[src/rtl/serial_to_parallel.sv]
// Reassembles a UART byte stream into N-bit words, least-significant byte first,
// and holds each completed word behind a valid/ready handshake for the consumer.
module serial_to_parallel #(
    parameter int N       = 16,
    parameter int CNT_W   = 2,
    parameter int TIMEOUT = 1000000,
    parameter int TO_W    = 20
) (
    input  logic         iCE_CLK,
    input  logic         rst_n,
    input  logic         rx_valid,
    input  logic [7:0]   rx_byte,
    input  logic         word_ready,
    output logic         word_valid,
    output logic [N-1:0] word,
    output logic         overrun,
    output logic         timeout_err
);

    localparam int NBYTES = N / 8;
    localparam logic [CNT_W-1:0] LAST_LANE = CNT_W'(NBYTES - 1);
    localparam logic [TO_W-1:0]  TO_LAST   = TO_W'(TIMEOUT - 1);

    typedef enum logic {
        EMPTY,
        PARTIAL
    } state_t;

    state_t           r_state;
    logic [CNT_W-1:0] r_count;
    logic [N-1:0]     r_shift;
    logic [TO_W-1:0]  r_toCnt;

    logic [N-1:0]     w_assembled;
    logic             w_complete;
    logic             w_expire;

    // Current assembly register with the incoming byte dropped into its lane.
    always_comb begin
        w_assembled = r_shift;
        for (int i = 0; i < NBYTES; i++) begin
            if (r_count == CNT_W'(i)) begin
                w_assembled[8*i +: 8] = rx_byte;
            end
        end
    end

    assign w_complete = rx_valid && (r_count == LAST_LANE);
    assign w_expire   = (r_state == PARTIAL) && !rx_valid && (r_toCnt == TO_LAST);

    always_ff @(posedge iCE_CLK or negedge rst_n) begin
        if (!rst_n) begin
            r_state     <= EMPTY;
            r_count     <= '0;
            r_shift     <= '0;
            r_toCnt     <= '0;
            word_valid  <= 1'b0;
            word        <= '0;
            overrun     <= 1'b0;
            timeout_err <= 1'b0;
        end else begin
            timeout_err <= 1'b0;

            if (rx_valid) begin
                r_toCnt <= '0;
                if (w_complete) begin
                    r_count <= '0;
                    r_shift <= '0;
                    r_state <= EMPTY;
                end else begin
                    r_count <= r_count + 1'b1;
                    r_shift <= w_assembled;
                    r_state <= PARTIAL;
                end
            end else if (r_state == PARTIAL) begin
                // A lost byte would otherwise shift every later word by one lane.
                if (w_expire) begin
                    r_count     <= '0;
                    r_shift     <= '0;
                    r_toCnt     <= '0;
                    r_state     <= EMPTY;
                    timeout_err <= 1'b1;
                end else begin
                    r_toCnt <= r_toCnt + 1'b1;
                end
            end else begin
                r_toCnt <= '0;
            end

            // Output holding register runs independently of the assembly side.
            if (w_complete && (!word_valid || word_ready)) begin
                word       <= w_assembled;
                word_valid <= 1'b1;
            end else begin
                if (w_complete) begin
                    overrun <= 1'b1;
                end
                if (word_valid && word_ready) begin
                    word_valid <= 1'b0;
                end
            end
        end
    end

endmodule

[config.mk]
export PLATFORM = sky130hd
export DESIGN_NAME = serial_to_parallel
export DESIGN_NICKNAME = d
export VERILOG_FILES = /design/src/rtl/serial_to_parallel.sv
export SDC_FILE = /design/constraint.sdc
export NUM_CORES = 1
export LEC_CHECK = 0
export CORE_MARGIN = 3
export CORE_UTILIZATION = 50
export CTS_CLUSTER_DIAMETER = 40
export DETAILED_ROUTE_END_ITERATION = 6
export PLACE_DENSITY = 0.83
export SETUP_SLACK_MARGIN = 0.4
export SLEW_MARGIN = 20
export SYNTH_ARGS = -nofsm -noshare
export SYNTH_HDL_FRONTEND = slang
export SYNTH_SLANG_ARGS = --single-unit
[constraint.sdc]
create_clock -name iCE_CLK -period 5.8 [get_ports iCE_CLK]
set_clock_uncertainty 0.1 [all_clocks]
set_input_delay 0.87 -clock iCE_CLK [delete_from_list [all_inputs] [get_ports iCE_CLK]]
set_output_delay 0.87 -clock iCE_CLK [all_outputs]
set_load 0.05 [all_outputs]
# Word-level counts from Yosys, hierarchy flattened
# Index checks and enable logic that the tools add are counted.
# op_classes
mux	22
n_addsub	2
bitwise_logic	1
eq_ne	2
n_reduce_logical	14
# op_table
op	n
$mux 16	4
$mux 20	3
$add 20x1->20 const B	1
$eq 20x20->1 const B	1
$mux 8	2
$mux 1	9
$mux 2	4
$reduce_bool 2->1	3
$logic_and 1x1->1	5
$reduce_and 2->1	2
$add 2x1->2 const B	1
$eq 2x1->1 const B	1
$logic_not 1->1	2
$logic_not 2->1	1
$logic_or 1x1->1	1
$not 1->1	1
# word_totals
output_inout_bits	19
regBits	58
in_bits	12
word_cells	49

# Logic depth before layout (Yosys ltp)
# Gate-level depths: netlist of the first run.
# logic_depth
word_depth	6
depth_mapped	8
depth_no_buf	5

# Worst setup path after synthesis of the first run
# Ideal clock, no wire load.
# synth_path
kind	input-to-reg
startpoint	in rx_valid
endpoint	reg word[10]
setup_ns	0.125
path_buffers	2
slack_ns	3.644
arrival_ns	1.931
cell_stages	5
required_ns	5.575
cell_sequence	nor2b_1 -> and3_1 -> buf_2 -> buf_2 -> mux2_2
# synth_between
elab_chain_cells	2
# synth_lines
item	line	text
start: declaration	11	input logic rx_valid,
$logic_and 1x1->1	48	assign w_complete = rx_valid && (r_count == LAST_LANE);
$logic_and 1x1->1	91	if (w_complete && (!word_valid || word_ready)) begin
end signal: assignment	92	word <= w_assembled;
end: declaration	15	output logic [N-1:0] word,
# Every way passes these cells.
# A chain may end at the register's enable or synchronous reset.

# Worst setup path in the final report of the first run
# Same ends and word-level chain as after synthesis.

==> reports/results.txt, run 1 <==
The flow ran to the end, and the final reports show no timing, DRC or antenna violations. The post-route netlist has 14.2% of its cells at a drive strength greater than 1. The number of cells traversed by the worst register-to-register path works out to 5. When the netlist entered floorplanning its net count stood at 193. The region available for standard cell placement spans 4060 sq um. The tools report the worst min-delay path startpoint as overrun$_DFFE_PN0P_.

At the later pin of the worst-skew pair, clock insertion delay measures 300 ps. The run gives 223 as the final-stage net count. Clock-pin slew was measured on the worst setup and hold paths at 90 ps.

Time the worst path needs with I/O delays and setup: 2700 ps. Before CTS, the worst setup slack after placement is 2760 ps. The number of buffers added for setup after CTS came out at 0.

After detailed routing, the number of remaining DRC violations is 0. Count of clock tree sinks: 50. Among all flip-flop cells after synthesis, the most frequent one is dfrtp_1. Yosys mapped the design onto 39 distinct sky130hd cell types. Number of violations of the max-capacitance limit: 0. Fill cells in the final layout number 315. In this run the horizontal extent of the chip is 71.5 microns. Of the total power, the clock network draws 21.9%. Cell internal power was estimated by the tool at 0.587 mW. The longest clock path from root to sink contains 2 buffers.

Critical path start-end classification: primary input to flip-flop. The area of the die was 5110 sq um. Launch point of the worst path: rx_valid. The initial cell density of the core is 52.9%. After detailed routing, the total wire length is 3.83 mm. STA puts the critical path data required time at 5890 ps.

In the final routed layout, each cell accounts on average for 14.7 microns. Setup repair after global routing left no endpoint under its margin. The largest individual stage delay along the critical path comes from the cell and3_1. Across the VDD grid, the largest voltage drop is 0.119 mV.

The top-level I/O count is 31, and the share of async-settable or async-resettable flops after synthesis is 100%. The logs give 3560 ps for the minimum setup slack among reg-to-reg paths and 0 for the final global-route overflow total. The flip-flop and latch count after synthesis works out to 50. The critical path capture point type was a flip-flop.

The most common cell after layout, fill and taps aside is dfrtp_1. The number of warnings printed during yosys synthesis came out at 0. The root buffer cell was clkbuf_8. In this run the worst hold path is classified as flip-flop to flip-flop. After routing, the total negative slack on setup checks comes to 0 ps. A synthesized cell averages 11.9 sq um.

The logs give 2 for the CTS H-tree depth and 2790 ps for the endpoint arrival time on the critical path. In this run, post-CTS repair resized a total of 0 instances. The mapped netlist covers 2150 sq um. The vias per cell was 5.57. The worst register-to-register path begins at r_toCnt[0]$_DFF_PN0_.

The detail route stage leaves a number of antenna-violating nets equal to 0. Headroom to the max-slew limit came out at 50.3%. The top cell type by area accounts for 58.3% of the synthesized area. The switching power came out at 0.325 mW.

For hold timing, the worst endpoint is overrun$_DFFE_PN0P_. Buffers inserted during clock tree synthesis total 5. TritonCTS built the clock tree. For the placed wire-length estimate, the log shows 2.63 mm. Setup slack closes at 3100 ps.

Sequential cells account for 46.1% of the total power. The logs give 0 for the total of hold buffers inserted after clock tree synthesis and 81 for the first-iteration detailed-routing DRC count. The critical path goes through clkdlybuf4s50_1 -> nor2b_1 -> and3_1 -> mux2_2.

The first-pass GRT wire length came out at 6.78 mm. After detailed routing, the wire length on met1 is 1.72 mm. Routability-driven placement finished with a final weighted congestion of 0.796.

Synthesis produced 180 cells. Leaving out fill and tap cells, the most frequent cells in the layout are dfrtp_1, clkdlybuf4s50_1, nor2_1. The run gives 0 as the initial antenna violation count.

Compared with the post-synthesis result, the final layout area differs by 19.2%. The delay of the slowest cell on the worst path is 670 ps. The number of enable flip-flop cells after synthesis works out to 0. The logs give 370 MHz for the highest clock rate and 23 for the standard-cell row count. The run gives 16.8% as the global routing usage summed across all routing layers.

Highest signal layer in the routed design: met4. The instance count along the most critical hold path came out at 1. The critical path launch point type is a primary input. Before antenna repair, the detailed router went through 4 iterations. The logs give 212 microns for the detailed route wirelength on metal3 and 0.912 mW for the total power of the final layout. Along the worst path, the maximum fanout reaches 16.

The routed layout has 1454 vias. The portion of the clock cycle consumed by the worst path in the final layout is 46.5%. In this run the power density over the cells is 357 nW/um^2.

Buffers placed on the I/O ports in this run total 30. The capturing point of the worst reg2reg path was r_shift[1]$_DFFE_PN0P_. The run gives 32.0% as the combinational cell fraction of total power. Number of global-route vias before repair: 1454. The dominant cell type by area after synthesis was dfrtp_1.

Setup violations remaining at the end of the flow were counted as 0. The leakage dissipation was 1.10 nW; the height of the chip was 71.5 microns. Of the synthesized area, sequential elements account for 58.3%. The switching power as a share of total power is 35.7%, and the pin count of the biggest net entering global routing is 51.

The max-slew violation count is 0. For the hold violation total from the final report, the log shows 0. For the pin with the worst max-slew slack, the measured transition is 743 ps.

The run gives 1.85 mm as the detailed-routed wire length on met2. Sorting the synthesized cells by area gives the leading types as dfrtp_1, mux2_2, a22o_1. The antenna diode count was 0.
==> flip-flops by register name (all words and copies together), names as in the netlist <==
signal	cells
overrun	1
r_count	2
r_shift	8
r_state	1
r_toCnt	20
timeout_err	1
word	16
word_valid	1
==> metal layers <==
layer,track usage (%),vias up
li1,-,704
met1,21.9,710
met2,27.1,34
met3,5.19,6
met4,5.01,0
met5,0,-
==> cell usage after synthesis (2+ instances only) <==
master    number
a21oi_1        5
a22o_1         8
and3_1         4
and4_1         2
and4_2         2
buf_2          3
dfrtp_1       50
inv_1          4
mux2_2        16
nand2_1       10
nand2b_1       2
nand3_1        7
nand4_1        4
nor2_1        17
nor2b_1        2
nor4_1         2
o21ai_0        3
o31ai_1        3
or3_1          3
or4_1          3
xnor2_1        5
xor2_1         8
==> power by group through the flow <==
stage	clock network (mW)	registers, mW	logic (mW)
final	0.200	0.420	0.292
after CTS	0.205	0.421	0.295
after detailed placement	0	0.428	0.294
after global placement	0	0.426	0.289
after floorplan	0	0.558	0.0597
after global routing	0.222	0.427	0.305
==> cell type report <==
type,instances,area [sq um],area share [%]
Sequential cell,50,1250,48.9
Multi-Input combinational cell,119,841,32.9
Timing Repair Buffer,30,298,11.6
Clock buffer,5,68.8,2.69
Tap cell,50,62.6,2.45
Clock inverter,3,21.3,0.832
Inverter,4,15.0,0.587
==> how the worst max path moves through the flow <==
stage | to | slack [ps] | cells after the start
2_1_floorplan | word[10]$_DFFE_PN0P_ | 3640 | 5
4_1_cts | word[10]$_DFFE_PN0P_ | 3070 | 4
3_5_place_dp | word[10]$_DFFE_PN0P_ | 2760 | 4
5_1_grt | word[7]$_DFFE_PN0P_ | 2900 | 4
3_3_place_gp | word[13]$_DFFE_PN0P_ | 2840 | 4
6_report | word[10]$_DFFE_PN0P_ | 3100 | 4
==> critical path, delay by kind of cell <==
family,cells,cell delay (ps)
buf+inv,1,570
mux,1,420
simple gates,2,940
==> cells by family after synthesis <==
group                    share of synthesized area (%)
XOR/XNOR                                          5.31
multiplexers                                      8.40
flip-flops                                        58.3
AO/OA/AOI/OAI                                     7.99
adder cells (fa/ha/maj)                          0.583
AND/OR/NAND/NOR                                   16.9
buffers and inverters                             2.51
==> per-stage QoR <==
| stage | instances | util [%] | hold WS, ps | cell area [sq um] |
|---|---|---|---|---|
| 2_1_floorplan | 180 | - | 355 | 2150 |
| 3_3_place_gp | 253 | 60.7 | 361 | 2460 |
| 3_5_place_dp | 253 | 60.7 | 370 | 2460 |
| 4_1_cts | 261 | 63.0 | 396 | 2550 |
| 5_1_grt | 261 | 63.0 | 404 | 2560 |
| 6_report | 261 | 63.0 | 385 | 2560 |
(Power assumes the default switching activity.)
==> run 2: changes to the inputs <==
--- a/config.mk
+++ b/config.mk
@@ -6,10 +6,10 @@
 export NUM_CORES = 1
 export LEC_CHECK = 0
 export CORE_MARGIN = 3
-export CORE_UTILIZATION = 50
+export CORE_UTILIZATION = 48
 export CTS_CLUSTER_DIAMETER = 40
 export DETAILED_ROUTE_END_ITERATION = 6
-export PLACE_DENSITY = 0.83
+export PLACE_DENSITY = 0.84
 export SETUP_SLACK_MARGIN = 0.4
 export SLEW_MARGIN = 20
 export SYNTH_ARGS = -nofsm -noshare
==> constraint.sdc (replaced) <==
create_clock -name iCE_CLK -period 2.4 [get_ports iCE_CLK]
set_clock_uncertainty 0.1 [all_clocks]
set_input_delay 0.36 -clock iCE_CLK [delete_from_list [all_inputs] [get_ports iCE_CLK]]
set_output_delay 0.36 -clock iCE_CLK [all_outputs]
set_load 0.05 [all_outputs]
==> run 2 against run 1 <==
Utilization up 0.38 points. Via count up 1.4%. Final cell count up 1.1%. Setup slack worse by 2600 ps. First-iteration DRC count down 9.9%. Count of clock-buffer cells in the layout unchanged. Hold slack worse by 320 ps. Clock power rose to 2.8 times the previous value. Combinational power up 140%. Sequential power up 140%.
==> reports/results.txt, run 2 (synthesis results as in run 1) <==
Flip-flop count of the largest register, all copies and words added: 20 (unchanged). The number of cells traversed by the worst register-to-register path is 4 (was 5). The tools report the number of violations of the max-capacitance limit as 0 (unchanged).

The total power of the final layout came out at 2.30 mW (was 0.912 mW). The tools report the critical path launch point type as a flip-flop (was a primary input). The initial cell density of the core is 51.8% (was 52.9%). The final-stage net count is 227 (was 223), and the critical path depth in cells is 1 (was 4). TritonCTS built the clock tree. The layout overhead on the synthesized area is 22.4% (was 19.2%). The worst path uses 80.6% of the clock period. For the leakage dissipation, the log shows 1.13 nW (was 1.10 nW). The run finished with clean final reports. The top-level I/O count was 31 (unchanged).

Critical path start-end classification: flip-flop to output port (was primary input to flip-flop). The worst path setup slack after routing is 466 ps (was 3100 ps), and the clock network latency to the later pin of the worst-skew pair is 290 ps (was 300 ps). The count of clock tree sinks was 50 (unchanged); the wire length after detailed routing was 3.92 mm (was 3.83 mm). The hold violation total from the final report was 0 (unchanged). The slowest cell on the critical path was clkdlybuf4s50_1 (was and3_1). Count of port buffers added during placement: 30 (unchanged).

The height of the chip is 72.9 microns (was 71.5 microns). Highest-count cells in the layout ignoring fill and taps: dfrtp_1, clkdlybuf4s50_1, nor2_1 (unchanged). The actual slew at the worst max-slew pin was 843 ps (was 743 ps); the number of global-route vias before repair was 1493 (was 1454). The number of buffers added for setup after CTS is 0 (unchanged). The tools report the total iterations of the first detailed-routing run as 4 (unchanged).

The wire length per cell is 14.8 microns (was 14.7 microns), and the required time at the worst-slack endpoint is 1940 ps (was 5890 ps). The maximum vdd drop is 0.442 mV (was 0.119 mV). The final global-route overflow total was 0 (unchanged); the setup TNS was 0 ps (unchanged). The logs give 4140 sq um (was 4060 sq um) for the area of the placeable core and 43.8% (was 50.3%) for the remaining max-slew budget at the tightest pin. Placed wire-length estimate: 2.67 mm (was 2.63 mm). The count of antenna-violating nets left after detailed routing was 0 (unchanged); the area of the die was 5310 sq um (was 5110 sq um). The destination of the critical timing path is word[8] (was word[10]$_DFFE_PN0P_).

Worst reg2reg path startpoint: r_toCnt[7]$_DFF_PN0_ (was r_toCnt[0]$_DFF_PN0_). The global routing usage summed across all routing layers is 16.2% (was 16.8%), and the max-slew violation count is 0 (unchanged). The capturing point of the worst reg2reg path was r_toCnt[17]$_DFF_PN0_ (was r_shift[1]$_DFFE_PN0P_). The number of failing setup endpoints in the final timing report is 0 (unchanged), and the total of fill cells in the finished design is 327 (was 315). Via count: 1474 (was 1454).

The clock tree buffer depth was 2 (unchanged); the highest clock rate was 517 MHz. The TritonCTS buffer count is 5 (unchanged), and the number of cells upsized or downsized after cts is 1 (was 0). The logs give 190 ps (was 2760 ps) for the setup slack after placement and 0 (unchanged) for the antenna diode count. Register with the most flip-flops: r_toCnt (unchanged). The post-detailed-route DRC marker count was 0 (unchanged). The area used by multi-input combinational logic was 865 sq um (was 841 sq um); the power density normalized to cell area was 874 nW/um^2 (was 357 nW/um^2).

Total of hold buffers inserted after clock tree synthesis: 0 (unchanged). Launch point of the worst path: word[8]$_DFFE_PN0P_ (was rx_valid). The width of the chip is 72.9 microns (was 71.5 microns). The delay of the slowest cell on the worst path was 820 ps (was 670 ps); the pin count of the biggest net entering global routing was 40 (was 51). The tools report the endpoint arrival time on the critical path as 1470 ps (was 2790 ps).

The logs give 0.846 (was 0.796) for the global placer's final weighted congestion and 500 ps (was 3560 ps) for the minimum setup slack among reg-to-reg paths. The first-iteration detailed-routing DRC count came out at 73 (was 81). Setup repair after global routing could not meet its margin everywhere. The number of buffers and inverters on the critical path was 1 (unchanged); the initial antenna violation count was 0 (unchanged). The vias per cell is 5.58 (was 5.57). Biggest regs: r_toCnt: 20 flops, word: 16 flops, r_shift: 8 flops (unchanged).

The CTS H-tree depth came out at 2 (unchanged). Series of cell instances along the critical path: clkdlybuf4s50_1 (was clkdlybuf4s50_1 -> nor2b_1 -> and3_1 -> mux2_2). The logs give 23 (unchanged) for the standard-cell row count and 65.1 ps (was 385 ps) for the hold slack. The tools report the critical path capture point type as an output port (was a flip-flop).

The most common cell after layout, fill and taps aside was dfrtp_1 (unchanged). The gate family responsible for the most delay along the worst path was buffers and inverters (was simple AND/OR/NAND/NOR gates). The path type of the worst min-delay path is primary input to asynchronous set/reset pin (was flip-flop to flip-flop).

The fraction of final layout cells sized beyond drive strength 1 is 16.8% (was 14.2%). The tools report the root buffer cell as clkbuf_8 (unchanged). The post-CTS clock slew at the launch and capture registers of the worst setup and hold paths is 90 ps (about the same), and the maximum net fanout on the critical path is 2 (was 16). Counting I/O delays and the setup requirement, the final critical path takes 1930 ps.

First-pass GRT wire length: 6.70 mm (was 6.78 mm). The sequential cell area was 1250 sq um (about the same).
[run 2: worst min-delay path by stage]
stage / slack (ps) / end / startpoint
after floorplan: -40 / overrun$_DFFE_PN0P_ / rst_n
after global placement: 360 / overrun$_DFFE_PN0P_ / overrun$_DFFE_PN0P_
after detailed placement: 360 / overrun$_DFFE_PN0P_ / overrun$_DFFE_PN0P_
after CTS: 90 / r_toCnt[8]$_DFF_PN0_ / rst_n
after global routing: 120 / r_toCnt[1]$_DFF_PN0_ / rst_n
final: 70 / r_toCnt[12]$_DFF_PN0_ / rst_n
[run 2: per-stage QoR]
step | std cells | instance area (sq um) | utilization [%]
5_1_grt | 264 | 2630 | 63.4
3_5_place_dp | 257 | 2490 | 60.2
6_report | 264 | 2630 | 63.4
2_1_floorplan | 180 | 2150 | -
4_1_cts | 264 | 2610 | 63.0
3_3_place_gp | 257 | 2490 | 60.2
[run 2: cell type report]
cell class	count	share of cell area, %
clock buffer	5	2.62
clock inverter	2	1.48
inverter	4	0.571
multi-input combinational	119	32.9
sequential	50	47.7
tap	50	2.38
timing repair buffer	34	12.4
[run 2: power breakdown]
part	switching (mW)	internal, mW
Clock	0.260	0.306
Combinational	0.447	0.263
Sequential	0.0632	0.956
Total	0.770	1.53
[run 2: layer usage]
metal / track usage, % / vias up / share of wire (%)
li1: - / 710 / -
met1: 22.2 / 732 / 48
met2: 26.0 / 24 / 48
met3: 3.86 / 8 / 2.6
met4: 4.71 / 0 / 1.6
met5: 0 / - / 0
==> run 3: changes to the inputs <==
--- a/config.mk
+++ b/config.mk
@@ -6,10 +6,10 @@
 export NUM_CORES = 1
 export LEC_CHECK = 0
 export CORE_MARGIN = 3
-export CORE_UTILIZATION = 48
+export CORE_UTILIZATION = 50
 export CTS_CLUSTER_DIAMETER = 40
 export DETAILED_ROUTE_END_ITERATION = 6
-export PLACE_DENSITY = 0.84
+export PLACE_DENSITY = 0.83
 export SETUP_SLACK_MARGIN = 0.4
 export SLEW_MARGIN = 20
 export SYNTH_ARGS = -nofsm -noshare
==> constraint.sdc (replaced) <==
create_clock -name iCE_CLK -period 1.9 [get_ports iCE_CLK]
set_clock_uncertainty 0.1 [all_clocks]
set_input_delay 0.285 -clock iCE_CLK [delete_from_list [all_inputs] [get_ports iCE_CLK]]
set_output_delay 0.285 -clock iCE_CLK [all_outputs]
set_load 0.05 [all_outputs]
==> run 3 against run 2 <==
Critical path depth up 3. Flip-flop and latch count is the same. Wire length grew 21%. Largest power group unchanged. Via count increased by 5.3%. Global-route usage increased by 2.6 points.
==> reports/results.txt, run 3 (synthesis results as in run 1) <==
TritonCTS built the clock tree. The run gives 4060 sq um (was 4140 sq um) as the area of the placeable core. The width of the chip came out at 71.5 microns (was 72.9 microns). The tools report the top-level I/O count as 31 (unchanged). The standard-cell row count was 23 (unchanged). The antenna diode count was 0 (unchanged); the height of the chip was 71.5 microns (was 72.9 microns). The run gives 57.4% (was 43.8%) as the remaining max-slew budget at the tightest pin. The area of the die was 5110 sq um (was 5310 sq um); the count of antenna-violating nets left after detailed routing was 0 (unchanged).

The final-stage net count was 256 (was 227); the count of port buffers added during placement was 30 (unchanged). Most common cell after layout, fill and taps aside: dfrtp_1 (unchanged). The clock network latency to the later pin of the worst-skew pair is 310 ps (was 290 ps), and the via count is 1552 (was 1474). The number of global-route vias before repair is 1587 (was 1493), and the number of failing setup endpoints in the final timing report is 0 (unchanged).

Final global-route overflow total: 0 (unchanged). The required time at the worst-slack endpoint came out at 2040 ps (was 1940 ps). Setup repair after global routing could not meet its margin everywhere.

Register with the most flip-flops: r_toCnt (unchanged). The logs give 18.8% (was 16.2%) for the global routing usage summed across all routing layers and -5.53 ps (was 190 ps) for the setup slack after placement. The vias per cell is 5.28 (was 5.58). The portion of the clock cycle consumed by the worst path in the final layout was 90.8%. The actual slew at the worst max-slew pin works out to 639 ps (was 843 ps). The power density normalized to cell area came out at 996 nW/um^2 (was 874 nW/um^2). The critical path capture point type was a flip-flop (was an output port). The clock tree buffer depth was 2 (unchanged); the wire length after detailed routing was 4.73 mm (was 3.92 mm).

For the max-slew violation count, the log shows 0 (unchanged). The run finished with clean final reports. The leakage dissipation was 1.36 nW (was 1.13 nW). Highest-count cells in the layout ignoring fill and taps: dfrtp_1, buf_4, nor2_1, clkdlybuf4s15_2, mux2_4 (was dfrtp_1, clkdlybuf4s50_1, nor2_1). The worst path setup slack after routing was 175 ps (was 466 ps); the layout overhead on the synthesized area was 40.8% (was 22.4%). The total iterations of the first detailed-routing run was 4 (unchanged). Initial cell density of the core: 52.9% (was 51.8%). The wire length per cell works out to 16.1 microns (was 14.8 microns). The tools report the global placer's final weighted congestion as 0.812 (was 0.846). For the placed wire-length estimate, the log shows 2.87 mm (was 2.67 mm). Biggest regs: r_toCnt: 20 flops, word: 16 flops, r_shift: 8 flops (unchanged). The fraction of final layout cells sized beyond drive strength 1 works out to 40.2% (was 16.8%). For the TritonCTS buffer count, the log shows 5 (unchanged). The CTS H-tree depth is 2 (unchanged). The time the worst path needs with I/O delays and setup is 1720 ps. The maximum net fanout on the critical path is 6 (was 2).

Endpoint arrival time on the critical path: 1870 ps (was 1470 ps). For the count of clock tree sinks, the log shows 50 (unchanged). The critical path launch point type was a flip-flop (unchanged). The logs give 0 (unchanged) for the hold violation total from the final report and 7.44 mm (was 6.70 mm) for the first-pass GRT wire length. The total of fill cells in the finished design is 250 (was 327), and the highest clock rate is 580 MHz.

The root buffer cell was clkbuf_8 (unchanged). The tools report the first-iteration detailed-routing DRC count as 83 (was 73). The total power of the final layout was 3.01 mW (was 2.30 mW); the post-CTS clock slew at the launch and capture registers of the worst setup and hold paths was 90 ps (about the same).

The run gives 0.564 mV (was 0.442 mV) as the maximum vdd drop. The critical path start-end classification was flip-flop to flip-flop (was flip-flop to output port). The initial antenna violation count is 0 (unchanged), and the number of violations of the max-capacitance limit is 0 (unchanged).

The tools report the post-detailed-route DRC marker count as 0 (unchanged). The setup TNS is 0 ps (unchanged), and the flip-flop count of the largest register, all copies and words added is 20 (unchanged). The tools report the pin count of the biggest net entering global routing as 32 (was 40). The path type of the worst min-delay path is primary input to flip-flop (was primary input to asynchronous set/reset pin).
## run 3: cell count changes in the layout (fill, tap and decap cells not counted), sizes merged, moves of 2 or more
cell,before,now
buf,5,33
clkbuf,5,7
clkdlybuf4s50,29,9
clkdlybuf4s15,0,17
## run 3: what timing repair did
action,CTS,global route
resized for setup,63,19
endpoints found under the setup margin,63,47
hold buffers,1,0
pin swaps,9,6
hold endpoints to repair,29,0
cloned,1,1
setup buffers,10,5
## run 3: critical path: stages, from the launching register on
cell and delay (ps):
dfrtp_1 420, nand4_2 110, or3_4 420, or4_4 490, a21oi_2 120
## run 3: area by class of cell
class,instances,area (sq um),share of cell area [%]
Sequential cell,50,1250,41.5
Multi-Input combinational cell,120,990,32.8
Timing Repair Buffer,62,591,19.5
Clock buffer,6,72.6,2.40
Tap cell,50,62.6,2.07
Clock inverter,2,37.5,1.24
Inverter,4,15.0,0.497
## run 3: worst paths after layout
check                                           from                     end  slack, ps  cells past startpoint
worst min-delay path                        rx_valid  r_count[0]$_DFFE_PN0P_        290                      3
max in group asynchronous                      rst_n    r_toCnt[2]$_DFF_PN0_        640                      3
worst max-delay path            r_toCnt[8]$_DFF_PN0_   r_toCnt[19]$_DFF_PN0_        180                      4
worst min register to register  r_toCnt[0]$_DFF_PN0_    r_toCnt[0]$_DFF_PN0_        380                      1
min in group asynchronous                      rst_n  r_shift[2]$_DFFE_PN0P_        430                      2
worst max register to register  r_toCnt[8]$_DFF_PN0_   r_toCnt[19]$_DFF_PN0_        180                      4
## run 3: power by group
part	leakage (nW)	internal (mW)	switching, mW
clock network	0.0514	0.393	0.343
logic	0.662	0.386	0.592
registers	0.650	1.21	0.0873
## run 3: per-layer routing
metal / GRT usage (%) / part of all wire (%) / vias to the layer above
li1: - / - / 768
met1: 23.4 / 43 / 747
met2: 31.1 / 50 / 30
met3: 5.33 / 4.7 / 7
met4: 7.31 / 1.4 / 0
met5: 0 / 0 / -
## run 3: per-stage QoR
step           hold slack (ps)  std cells  util [%]  cell area [sq um]
6_report                   291        294      74.5               3020
5_1_grt                    322        294      74.5               3020
3_3_place_gp               243        268      65.0               2640
2_1_floorplan             -111        180         -               2220
3_5_place_dp               247        268      65.0               2640
4_1_cts                    383        288      71.8               2910
